--- src/rtl/axil_pkg.sv ---
`default_nettype none
// ============================================================================
// Module      : axil_pkg
// Description : Shared AXI4-Lite response codes, command-master state
//               encoding and timer register map offsets.
// Revision    : 1.0 - initial release
// ============================================================================
package axil_pkg;

    localparam logic [1:0] RESP_OKAY   = 2'b00;
    localparam logic [1:0] RESP_EXOKAY = 2'b01;
    localparam logic [1:0] RESP_SLVERR = 2'b10;
    localparam logic [1:0] RESP_DECERR = 2'b11;

    typedef enum logic [2:0] {
        ST_IDLE    = 3'd0,
        ST_WR      = 3'd1,
        ST_WR_RESP = 3'd2,
        ST_RD_ADDR = 3'd3,
        ST_RD_DATA = 3'd4,
        ST_RESP    = 3'd5
    } axil_mst_state_t;

    // Timer peripheral register map (byte offsets)
    localparam logic [7:0] TMR_CTRL     = 8'h00;
    localparam logic [7:0] TMR_STATUS   = 8'h04;
    localparam logic [7:0] TMR_LOAD     = 8'h08;
    localparam logic [7:0] TMR_VALUE    = 8'h0C;
    localparam logic [7:0] TMR_PRESCALE = 8'h10;
    localparam logic [7:0] TMR_COMPARE  = 8'h14;
    localparam logic [7:0] TMR_IRQ_EN   = 8'h18;
    localparam logic [7:0] TMR_IRQ_STAT = 8'h1C;

    // States in which the master is waiting on the slave
    function automatic logic is_wait_state(input axil_mst_state_t s);
        return (s == ST_WR) || (s == ST_WR_RESP) ||
               (s == ST_RD_ADDR) || (s == ST_RD_DATA);
    endfunction

endpackage
`default_nettype wire

--- src/rtl/axil_cmd_master.sv ---
`default_nettype none
// ============================================================================
// Module      : axil_cmd_master
// Description : Converts a valid/ready command stream into single AXI4-Lite
//               read/write transactions and returns completions on a
//               valid/ready response stream. One transaction outstanding.
//               Optional hung-slave watchdog: AXIL_CMD_MASTER_TIMEOUT_EN.
// Revision    : 1.0 - initial release
// ============================================================================
module axil_cmd_master
    import axil_pkg::*;
#(
    parameter int ADDR_WIDTH     = 32,
    parameter int DATA_WIDTH     = 32,
    parameter int TIMEOUT_CYCLES = 1024
) (
    input  logic                    m_axi_aclk,
    input  logic                    m_axi_aresetn,
    input  logic                    cmd_valid,
    output logic                    cmd_ready,
    input  logic                    cmd_write,
    input  logic [ADDR_WIDTH-1:0]   cmd_addr,
    input  logic [DATA_WIDTH-1:0]   cmd_wdata,
    input  logic [DATA_WIDTH/8-1:0] cmd_wstrb,
    output logic                    rsp_valid,
    input  logic                    rsp_ready,
    output logic                    rsp_write,
    output logic [DATA_WIDTH-1:0]   rsp_rdata,
    output logic [1:0]              rsp_resp,
    output logic [ADDR_WIDTH-1:0]   m_axi_awaddr,
    output logic                    m_axi_awvalid,
    input  logic                    m_axi_awready,
    output logic [DATA_WIDTH-1:0]   m_axi_wdata,
    output logic [DATA_WIDTH/8-1:0] m_axi_wstrb,
    output logic                    m_axi_wvalid,
    input  logic                    m_axi_wready,
    input  logic [1:0]              m_axi_bresp,
    input  logic                    m_axi_bvalid,
    output logic                    m_axi_bready,
    output logic [ADDR_WIDTH-1:0]   m_axi_araddr,
    output logic                    m_axi_arvalid,
    input  logic                    m_axi_arready,
    input  logic [DATA_WIDTH-1:0]   m_axi_rdata,
    input  logic [1:0]              m_axi_rresp,
    input  logic                    m_axi_rvalid,
    output logic                    m_axi_rready,
    output logic                    busy
`ifdef AXIL_CMD_MASTER_TIMEOUT_EN
    ,
    output logic                    timeout_flag
`endif
);

    localparam int c_strb_w = DATA_WIDTH / 8;

    generate
        if (DATA_WIDTH != 32) begin : g_bad_data_width
            $error("axil_cmd_master: only DATA_WIDTH=32 is supported");
        end
        if (TIMEOUT_CYCLES < 2) begin : g_bad_timeout
            $error("axil_cmd_master: TIMEOUT_CYCLES must be at least 2");
        end
    endgenerate

    axil_mst_state_t         r_state, w_state_nxt;
    logic                    r_cmd_ready, w_cmd_ready_nxt;
    logic                    r_busy, w_busy_nxt;
    logic                    r_awvalid, w_awvalid_nxt;
    logic                    r_wvalid, w_wvalid_nxt;
    logic                    r_bready, w_bready_nxt;
    logic                    r_arvalid, w_arvalid_nxt;
    logic                    r_rready, w_rready_nxt;
    logic [ADDR_WIDTH-1:0]   r_addr, w_addr_nxt;
    logic [DATA_WIDTH-1:0]   r_wdata, w_wdata_nxt;
    logic [c_strb_w-1:0]     r_wstrb, w_wstrb_nxt;
    logic                    r_write, w_write_nxt;
    logic                    r_rsp_valid, w_rsp_valid_nxt;
    logic                    r_rsp_write, w_rsp_write_nxt;
    logic [DATA_WIDTH-1:0]   r_rsp_rdata, w_rsp_rdata_nxt;
    logic [1:0]              r_rsp_resp, w_rsp_resp_nxt;
    logic                    w_aw_done, w_w_done;

`ifdef AXIL_CMD_MASTER_TIMEOUT_EN
    localparam logic [31:0]           c_wdog_limit   = 32'(TIMEOUT_CYCLES - 1);
    localparam logic [DATA_WIDTH-1:0] c_timeout_data = DATA_WIDTH'(32'hDEAD_BEEF);

    logic [31:0] r_wdog, w_wdog_nxt;
    logic        r_timeout_flag, w_timeout_flag_nxt;
    logic        w_wdog_hit;
`endif

    always_comb begin
        w_state_nxt     = r_state;
        w_awvalid_nxt   = r_awvalid;
        w_wvalid_nxt    = r_wvalid;
        w_bready_nxt    = r_bready;
        w_arvalid_nxt   = r_arvalid;
        w_rready_nxt    = r_rready;
        w_addr_nxt      = r_addr;
        w_wdata_nxt     = r_wdata;
        w_wstrb_nxt     = r_wstrb;
        w_write_nxt     = r_write;
        w_rsp_valid_nxt = r_rsp_valid;
        w_rsp_write_nxt = r_rsp_write;
        w_rsp_rdata_nxt = r_rsp_rdata;
        w_rsp_resp_nxt  = r_rsp_resp;
        w_aw_done       = 1'b0;
        w_w_done        = 1'b0;

        case (r_state)
            ST_IDLE: begin
                if (cmd_valid && r_cmd_ready) begin
                    w_addr_nxt  = cmd_addr;
                    w_wdata_nxt = cmd_wdata;
                    w_wstrb_nxt = cmd_wstrb;
                    w_write_nxt = cmd_write;
                    if (cmd_write) begin
                        w_state_nxt   = ST_WR;
                        w_awvalid_nxt = 1'b1;
                        w_wvalid_nxt  = 1'b1;
                    end else begin
                        w_state_nxt   = ST_RD_ADDR;
                        w_arvalid_nxt = 1'b1;
                    end
                end
            end
            ST_WR: begin
                // A channel is done once its valid has already dropped or handshakes now
                w_aw_done = !r_awvalid || m_axi_awready;
                w_w_done  = !r_wvalid  || m_axi_wready;
                if (m_axi_awready) w_awvalid_nxt = 1'b0;
                if (m_axi_wready)  w_wvalid_nxt  = 1'b0;
                if (w_aw_done && w_w_done) begin
                    w_state_nxt  = ST_WR_RESP;
                    w_bready_nxt = 1'b1;
                end
            end
            ST_WR_RESP: begin
                if (m_axi_bvalid && r_bready) begin
                    w_bready_nxt    = 1'b0;
                    w_rsp_valid_nxt = 1'b1;
                    w_rsp_write_nxt = r_write;
                    w_rsp_rdata_nxt = '0;
                    w_rsp_resp_nxt  = m_axi_bresp;
                    w_state_nxt     = ST_RESP;
                end
            end
            ST_RD_ADDR: begin
                if (m_axi_arready) begin
                    w_arvalid_nxt = 1'b0;
                    w_rready_nxt  = 1'b1;
                    w_state_nxt   = ST_RD_DATA;
                end
            end
            ST_RD_DATA: begin
                if (m_axi_rvalid && r_rready) begin
                    w_rready_nxt    = 1'b0;
                    w_rsp_valid_nxt = 1'b1;
                    w_rsp_write_nxt = r_write;
                    w_rsp_rdata_nxt = m_axi_rdata;
                    w_rsp_resp_nxt  = m_axi_rresp;
                    w_state_nxt     = ST_RESP;
                end
            end
            ST_RESP: begin
                if (rsp_ready) begin
                    w_rsp_valid_nxt = 1'b0;
                    w_state_nxt     = ST_IDLE;
                end
            end
            default: begin
                w_state_nxt = ST_IDLE;
            end
        endcase

`ifdef AXIL_CMD_MASTER_TIMEOUT_EN
        // Hung slave: abandon the transaction and report a synthetic DECERR
        w_wdog_hit = is_wait_state(r_state) && (r_wdog == c_wdog_limit);
        if (w_wdog_hit) begin
            w_awvalid_nxt   = 1'b0;
            w_wvalid_nxt    = 1'b0;
            w_bready_nxt    = 1'b0;
            w_arvalid_nxt   = 1'b0;
            w_rready_nxt    = 1'b0;
            w_rsp_valid_nxt = 1'b1;
            w_rsp_write_nxt = r_write;
            w_rsp_rdata_nxt = c_timeout_data;
            w_rsp_resp_nxt  = RESP_DECERR;
            w_state_nxt     = ST_RESP;
        end
        w_timeout_flag_nxt = r_timeout_flag | w_wdog_hit;
        if (w_state_nxt != r_state) begin
            w_wdog_nxt = '0;
        end else if (is_wait_state(r_state)) begin
            w_wdog_nxt = r_wdog + 32'd1;
        end else begin
            w_wdog_nxt = r_wdog;
        end
`endif

        w_cmd_ready_nxt = (w_state_nxt == ST_IDLE);
        w_busy_nxt      = (w_state_nxt != ST_IDLE);
    end

    always_ff @(posedge m_axi_aclk or negedge m_axi_aresetn) begin
        if (!m_axi_aresetn) begin
            r_state     <= ST_IDLE;
            r_cmd_ready <= 1'b1;
            r_busy      <= 1'b0;
            r_awvalid   <= 1'b0;
            r_wvalid    <= 1'b0;
            r_bready    <= 1'b0;
            r_arvalid   <= 1'b0;
            r_rready    <= 1'b0;
            r_addr      <= '0;
            r_wdata     <= '0;
            r_wstrb     <= '0;
            r_write     <= 1'b0;
            r_rsp_valid <= 1'b0;
            r_rsp_write <= 1'b0;
            r_rsp_rdata <= '0;
            r_rsp_resp  <= '0;
        end else begin
            r_state     <= w_state_nxt;
            r_cmd_ready <= w_cmd_ready_nxt;
            r_busy      <= w_busy_nxt;
            r_awvalid   <= w_awvalid_nxt;
            r_wvalid    <= w_wvalid_nxt;
            r_bready    <= w_bready_nxt;
            r_arvalid   <= w_arvalid_nxt;
            r_rready    <= w_rready_nxt;
            r_addr      <= w_addr_nxt;
            r_wdata     <= w_wdata_nxt;
            r_wstrb     <= w_wstrb_nxt;
            r_write     <= w_write_nxt;
            r_rsp_valid <= w_rsp_valid_nxt;
            r_rsp_write <= w_rsp_write_nxt;
            r_rsp_rdata <= w_rsp_rdata_nxt;
            r_rsp_resp  <= w_rsp_resp_nxt;
        end
    end

`ifdef AXIL_CMD_MASTER_TIMEOUT_EN
    always_ff @(posedge m_axi_aclk or negedge m_axi_aresetn) begin
        if (!m_axi_aresetn) begin
            r_wdog         <= '0;
            r_timeout_flag <= 1'b0;
        end else begin
            r_wdog         <= w_wdog_nxt;
            r_timeout_flag <= w_timeout_flag_nxt;
        end
    end

    assign timeout_flag = r_timeout_flag;
`endif

    // One address register serves both channels; only one is ever active
    assign m_axi_awaddr  = r_addr;
    assign m_axi_araddr  = r_addr;
    assign m_axi_wdata   = r_wdata;
    assign m_axi_wstrb   = r_wstrb;
    assign m_axi_awvalid = r_awvalid;
    assign m_axi_wvalid  = r_wvalid;
    assign m_axi_bready  = r_bready;
    assign m_axi_arvalid = r_arvalid;
    assign m_axi_rready  = r_rready;
    assign cmd_ready     = r_cmd_ready;
    assign busy          = r_busy;
    assign rsp_valid     = r_rsp_valid;
    assign rsp_write     = r_rsp_write;
    assign rsp_rdata     = r_rsp_rdata;
    assign rsp_resp      = r_rsp_resp;

endmodule
`default_nettype wire

--- config.mk ---
export PLATFORM = sky130hd
export DESIGN_NAME = axil_cmd_master
export DESIGN_NICKNAME = d
export VERILOG_FILES = /design/src/rtl/axil_pkg.sv /design/src/rtl/axil_cmd_master.sv
export SDC_FILE = /design/constraint.sdc
export NUM_CORES = 1
export LEC_CHECK = 0
export BUFFER_PORTS_ARGS = -buffer_cell sky130_fd_sc_hd__buf_2
export CAP_MARGIN = 20
export CORE_MARGIN = 4
export CORE_UTILIZATION = 41
export DETAILED_ROUTE_END_ITERATION = 8
export PLACE_DENSITY = 0.76
export SLEW_MARGIN = 10
export SYNTH_ARGS = -nofsm -noshare
export SYNTH_HDL_FRONTEND = slang
export SYNTH_SLANG_ARGS = --single-unit
--- constraint.sdc ---
create_clock -name m_axi_aclk -period 1.7 [get_ports m_axi_aclk]
set_input_delay 0.34 -clock m_axi_aclk [delete_from_list [all_inputs] [get_ports m_axi_aclk]]
set_output_delay 0.34 -clock m_axi_aclk [all_outputs]
set_load 0.005 [all_outputs]
* After elaboration in Yosys (flattened, before gate mapping)
Index checks and enable logic that the tools add are counted.
Cells by class: bitwise logic cells 0, $lt $le $gt $ge 0, reduce and logical (&&, ||, !) cells 25, divide/modulo/power cells 0, shift-type cells 0, add/sub/neg operators 0, muxes and demuxes 37, multiply operators 0, equality and inequality tests 15
Operator list (number):
- two-way mux 32 bit | 2
- case mux 32 bit (2 select lines) | 1
- != test 2 bit (second input constant) | 10
- two-way mux 3 bit | 6
- case mux 3 bit (6 select lines) | 1
- two-way mux 1 bit | 16
- AND reduction 4 bit | 4
- case mux 1 bit (2 select lines) | 6
- nonzero test 2 bit | 5
- AND reduction 3 bit | 3
- equality test 3 x 2 -> 1 bit (second input constant) | 2
- equality test 3 bit (second input constant) | 2
- zero test 3 bit | 2
- two-way mux 2 bit | 3
- nonzero test 3 bit | 2
- logical AND 1 bit | 4
- case mux 2 bit (2 select lines) | 1
- equality test 3 x 1 -> 1 bit (second input constant) | 1
- case mux 1 bit (3 select lines) | 1
- zero test 1 bit | 2
- logical OR 1 bit | 2
- AND reduction 2 bit | 1
Word-level totals: ROM bits 0, memories 0, latch bits 0, bits in writable memories 0, input port bits 114, register bits after elaboration 115, logic and storage cells 93, output and inout port bits 143

* Longest topological paths before layout
depth in word-level cells 6, mapped depth 7

* Least setup slack after synthesis
OpenSTA, ideal clock, no wires.
path kind register to register, start register r_cmd_ready (netlist: cmd_ready), end register r_addr[0] (netlist: m_axi_araddr[0]), stages on the path, launching flop included 6, arrival time 1.580 ns, path slack -0.005 ns, cell sequence dfstp_2 nor4bb_4 and2_4 buf_12 buf_12 mux2_4
On the way: word-level cells in the longest chain between the ends 2
RTL lines:
- start, declared | line axil_cmd_master.sv:66 | logic r_cmd_ready, w_cmd_ready_nxt;
- start signal, assigned | line axil_cmd_master.sv:225 | r_cmd_ready <= w_cmd_ready_nxt;
- logical AND 1 bit | line axil_cmd_master.sv:112 | if (cmd_valid && r_cmd_ready) begin
- AND reduction 2 bit (no source line)
- end signal, assigned | line axil_cmd_master.sv:232 | r_addr <= w_addr_nxt;
- end, declared | line axil_cmd_master.sv:73 | logic [ADDR_WIDTH-1:0] r_addr, w_addr_nxt;
No other way between the ends. A chain may end at the register's enable or synchronous reset.

* Final worst setup path
start register r_cmd_ready (netlist: cmd_ready), end register r_addr[23] (netlist: m_axi_araddr[23])
The elaborated chain is that of the path after synthesis.

==> flow_results.xml <==
<?xml version="1.0" encoding="UTF-8"?>
<metrics>
  <group name="yosys">
    <metric name="synth-async-reset-ratio" unit="">1.000</metric>
    <metric name="synth.avg_cell_area" unit="µm²">15.65</metric>
    <metric name="yosys_warnings" unit="">0</metric>
    <metric name="synth_ff_type" unit="">dfrtp_1</metric>
    <metric name="synth-seq-area-share" unit="">0.5730</metric>
    <metric name="synth_cells" unit="">321</metric>
    <metric name="synth.lib_cells_used.distinct" unit="">37</metric>
    <metric name="synth_nets" unit="">435</metric>
    <metric name="synth-seq-cells" unit="">115</metric>
    <metric name="synthesis.area" unit="µm²">5025</metric>
    <metric name="post_synth_edffs" unit="">0</metric>
  </group>
  <group name="die">
    <metric name="initial_core_util" unit="">0.4183</metric>
    <metric name="coreArea" unit="µm²">12010</metric>
    <metric name="fp.dieW" unit="µm">118.7</metric>
    <metric name="area_enclosed_by_the_die_boundary" unit="µm²">14090</metric>
    <metric name="placement_rows" unit="">40</metric>
    <metric name="io_pins" unit="">257</metric>
    <metric name="die-height" unit="µm">118.7</metric>
  </group>
  <group name="cells_and_area">
    <metric name="final_core_area_utilization" unit="">0.5698</metric>
    <metric name="syn2layout_area_growth" unit="%">36.21</metric>
    <metric name="nFillCells" unit="">983</metric>
    <metric name="nNetsFinal" unit="">672</metric>
    <metric name="final_area" unit="µm²">6844</metric>
    <metric name="layout_common_cells" unit="">buf_2 (255), dfrtp_1 (114), mux2_4 (68)</metric>
    <metric name="antennaDiodeCount" unit="">0</metric>
    <metric name="post_route_cells_drive_above_1_share" unit="">0.6550</metric>
    <metric name="layout.cells.most_common" unit="">buf_2</metric>
  </group>
  <group name="detailed_routing">
    <metric name="drt_first_iter_violations" unit="">132</metric>
    <metric name="drtPass1Iterations" unit="">4</metric>
    <metric name="routed_wl" unit="mm">11.86</metric>
    <metric name="wl_per_cell" unit="µm">16.52</metric>
    <metric name="drt.antenna.violating_nets" unit="">0</metric>
    <metric name="drcViolationCount" unit="">0</metric>
    <metric name="drt-vias-per-instance" unit="">4.823</metric>
    <metric name="num_vias" unit="">3463</metric>
  </group>
  <group name="sta">
    <metric name="fmaxAchievable" unit="MHz">590.9</metric>
    <metric name="rsz0062_at_grt" unit="">yes</metric>
    <metric name="totalNegativeSetupSlack" unit="ns">0</metric>
    <metric name="setup_violations" unit="">0</metric>
    <metric name="post-route-min-period" unit="ns">1.692</metric>
    <metric name="fin_skew" unit="ns">0.007220</metric>
    <metric name="timing.max_slew.rel_slack" unit="">0.7811</metric>
    <metric name="timing_worst_slew_pin_value" unit="ns">0.3284</metric>
    <metric name="final_hold_viol_count" unit="">0</metric>
    <metric name="final_min_period_over_clock_period" unit="">0.9954</metric>
    <metric name="drv_slew" unit="">0</metric>
  </group>
  <group name="worst_setup_path">
    <metric name="timing.critical_path.buf_inv" unit="">1</metric>
    <metric name="worst_ep_arrival_time" unit="ns">1.97</metric>
    <metric name="r2r-end" unit="">m_axi_araddr[23]</metric>
    <metric name="cell_with_the_largest_stage_delay_on_the_worst_path" unit="">dfstp_2</metric>
    <metric name="crit_start" unit="">cmd_ready</metric>
    <metric name="startpoint_type" unit="">register</metric>
    <metric name="worst_setup_path_endpoint" unit="">m_axi_araddr[23]</metric>
    <metric name="reg2reg_setup_slack" unit="ns">0.008</metric>
    <metric name="worstPathCellList" unit="">nor4bb_4 -&gt; and2_4 -&gt; buf_16 -&gt; mux2_4</metric>
    <metric name="setup.worst_path.end_class" unit="">register</metric>
    <metric name="max_stage_delay" unit="ns">0.52</metric>
    <metric name="critical_path_class" unit="">register to register</metric>
    <metric name="crit_required" unit="ns">1.98</metric>
    <metric name="r2r_cells" unit="">4</metric>
    <metric name="timing.critical_path.max_delay_family" unit="">flip-flops</metric>
    <metric name="reg2reg_from" unit="">cmd_ready</metric>
    <metric name="critical_path_peak_fanout" unit="">30</metric>
    <metric name="number_of_cells_on_the_critical_path" unit="">4</metric>
  </group>
  <group name="clocking">
    <metric name="cts_sinks" unit="">115</metric>
    <metric name="numCtsBuffers" unit="">17</metric>
    <metric name="cts_tree" unit="">yes</metric>
    <metric name="cts.root.buffer_cell" unit="">clkbuf_16</metric>
    <metric name="h-tree-depth" unit="">4</metric>
    <metric name="clkSlewWorstSetupHoldPaths" unit="ns">0.05</metric>
    <metric name="post-cts-setup-buffers" unit="">0</metric>
    <metric name="cts_buffer_depth" unit="">2</metric>
    <metric name="clock_latency_at_the_later_pin_of_the_worst_skew_pair" unit="ns">0.41</metric>
  </group>
  <group name="outcome">
    <metric name="outcome" unit="">completed</metric>
  </group>
  <group name="pwr">
    <metric name="ir_drop" unit="mV">0.7956</metric>
    <metric name="powerDensity" unit="nW/µm²">1987</metric>
    <metric name="total_leakage_power" unit="nW">3.625</metric>
  </group>
  <group name="hold_path">
    <metric name="min-delay-path-class" unit="">input pin to register</metric>
  </group>
  <group name="grt">
    <metric name="via_count_of_the_first_global_routing_pass" unit="">3667</metric>
    <metric name="grt_use_total" unit="">0.1719</metric>
    <metric name="antenna_violations_before_repair" unit="">0</metric>
    <metric name="grt_overflow_total" unit="">0</metric>
    <metric name="grt_first_pass_wirelength" unit="mm">19.31</metric>
    <metric name="grt_max_degree" unit="">61</metric>
  </group>
  <group name="run">
    <metric name="drv.max_cap_violation_count" unit="">0</metric>
  </group>
  <group name="place">
    <metric name="hpwl" unit="mm">8.750</metric>
    <metric name="place_area" unit="µm²">6181</metric>
    <metric name="globalplace.congestion" unit="">0.7996</metric>
    <metric name="port-buffer-count" unit="">256</metric>
  </group>
</metrics>
## area by class of cell
class	instances	area, µm²	share of cell area
clock buffers	24	511.7	0.07477
clock inverters	8	121.4	0.01773
inverters	4	15.01	0.002194
multi-input cells	152	1674	0.2446
flip-flops and latches	115	2879	0.4207
well taps	147	183.9	0.02687
repair buffers	268	1459	0.2132
## power breakdown
group / internal, mW / switching [mW] / total [mW]
Combinational: 3.13 / 1.92 / 5.05
Sequential: 4.02 / 0.824 / 4.84
Clock: 2.53 / 1.17 / 3.71
## synth_stat cells (4+ instances only)
cell,count,share of area
mux2_4,68,0.20
a21oi_1,7,0.0070
a22o_1,32,0.056
buf_2,4,0.0040
buf_4,35,0.052
buf_12,8,0.032
nand3b_1,4,0.0060
dfrtp_1,114,0.57
nand2_1,6,0.0045
## sequential cells by signal (all words and copies together) (netlist names)
register       count
m_axi_wdata       32
m_axi_arvalid      1
m_axi_rready       1
r_state            3
m_axi_bready       1
rsp_valid          1
rsp_rdata         32
m_axi_wvalid       1
m_axi_araddr      32
rsp_write          1
r_write            1
m_axi_awvalid      1
busy               1
rsp_resp           2
m_axi_wstrb        4
cmd_ready          1
## routing by layer
| layer | up-vias | wire, µm | track usage |
|---|---|---|---|
| li1 | 1588 | - | - |
| met1 | 1698 | 4819 | 0.2046 |
| met2 | 158 | 5973 | 0.2838 |
| met3 | 19 | 860 | 0.05598 |
| met4 | 0 | 206 | 0.07676 |
| met5 | - | 0 | 0 |
## how the worst min path moves through the flow
stage,slack (ns),end,cells after the start,from
after floorplan,0.04,busy,0,m_axi_aresetn
after global placement,0.38,m_axi_wdata[9],2,m_axi_aresetn
after detailed placement,0.38,m_axi_wdata[9],2,m_axi_aresetn
after CTS,0.1,m_axi_wvalid,2,m_axi_wready
after global routing,0.11,m_axi_awvalid,2,m_axi_awready
final,0.12,m_axi_wvalid,2,m_axi_wready
## what timing repair did
item	in CTS	in global routing
gates resized for setup	1	2
endpoints found under the hold margin	114	0
hold buffers	1	0
pin swaps	1	0
endpoints found under the setup margin	2	68
## kinds of logic (layout without fill, tap and decap cells)
| kind of cell | count (synthesis) | in the layout | synth area share |
|---|---|---|---|
| flops | 115 | 115 | 0.5730 |
| simple gates | 32 | 32 | 0.04457 |
| compound gates | 48 | 48 | 0.07445 |
| mux | 72 | 72 | 0.2117 |
| buf+inv | 54 | 304 | 0.09636 |
## stage by stage
stage	setup slack, ns	hold WS [ns]	instances	power [mW]
6_report	0.007746	0.1246	718	13.60
5_1_grt	-0.06961	0.1109	718	14.41
4_1_cts	0.001551	0.09748	718	13.75
3_5_place_dp	0.005143	0.3792	685	9.916
3_3_place_gp	0.04239	0.3766	685	9.743
2_1_floorplan	0.01599	0.04441	321	8.304
No activity file was read; power rests on OpenSTA's default activity.
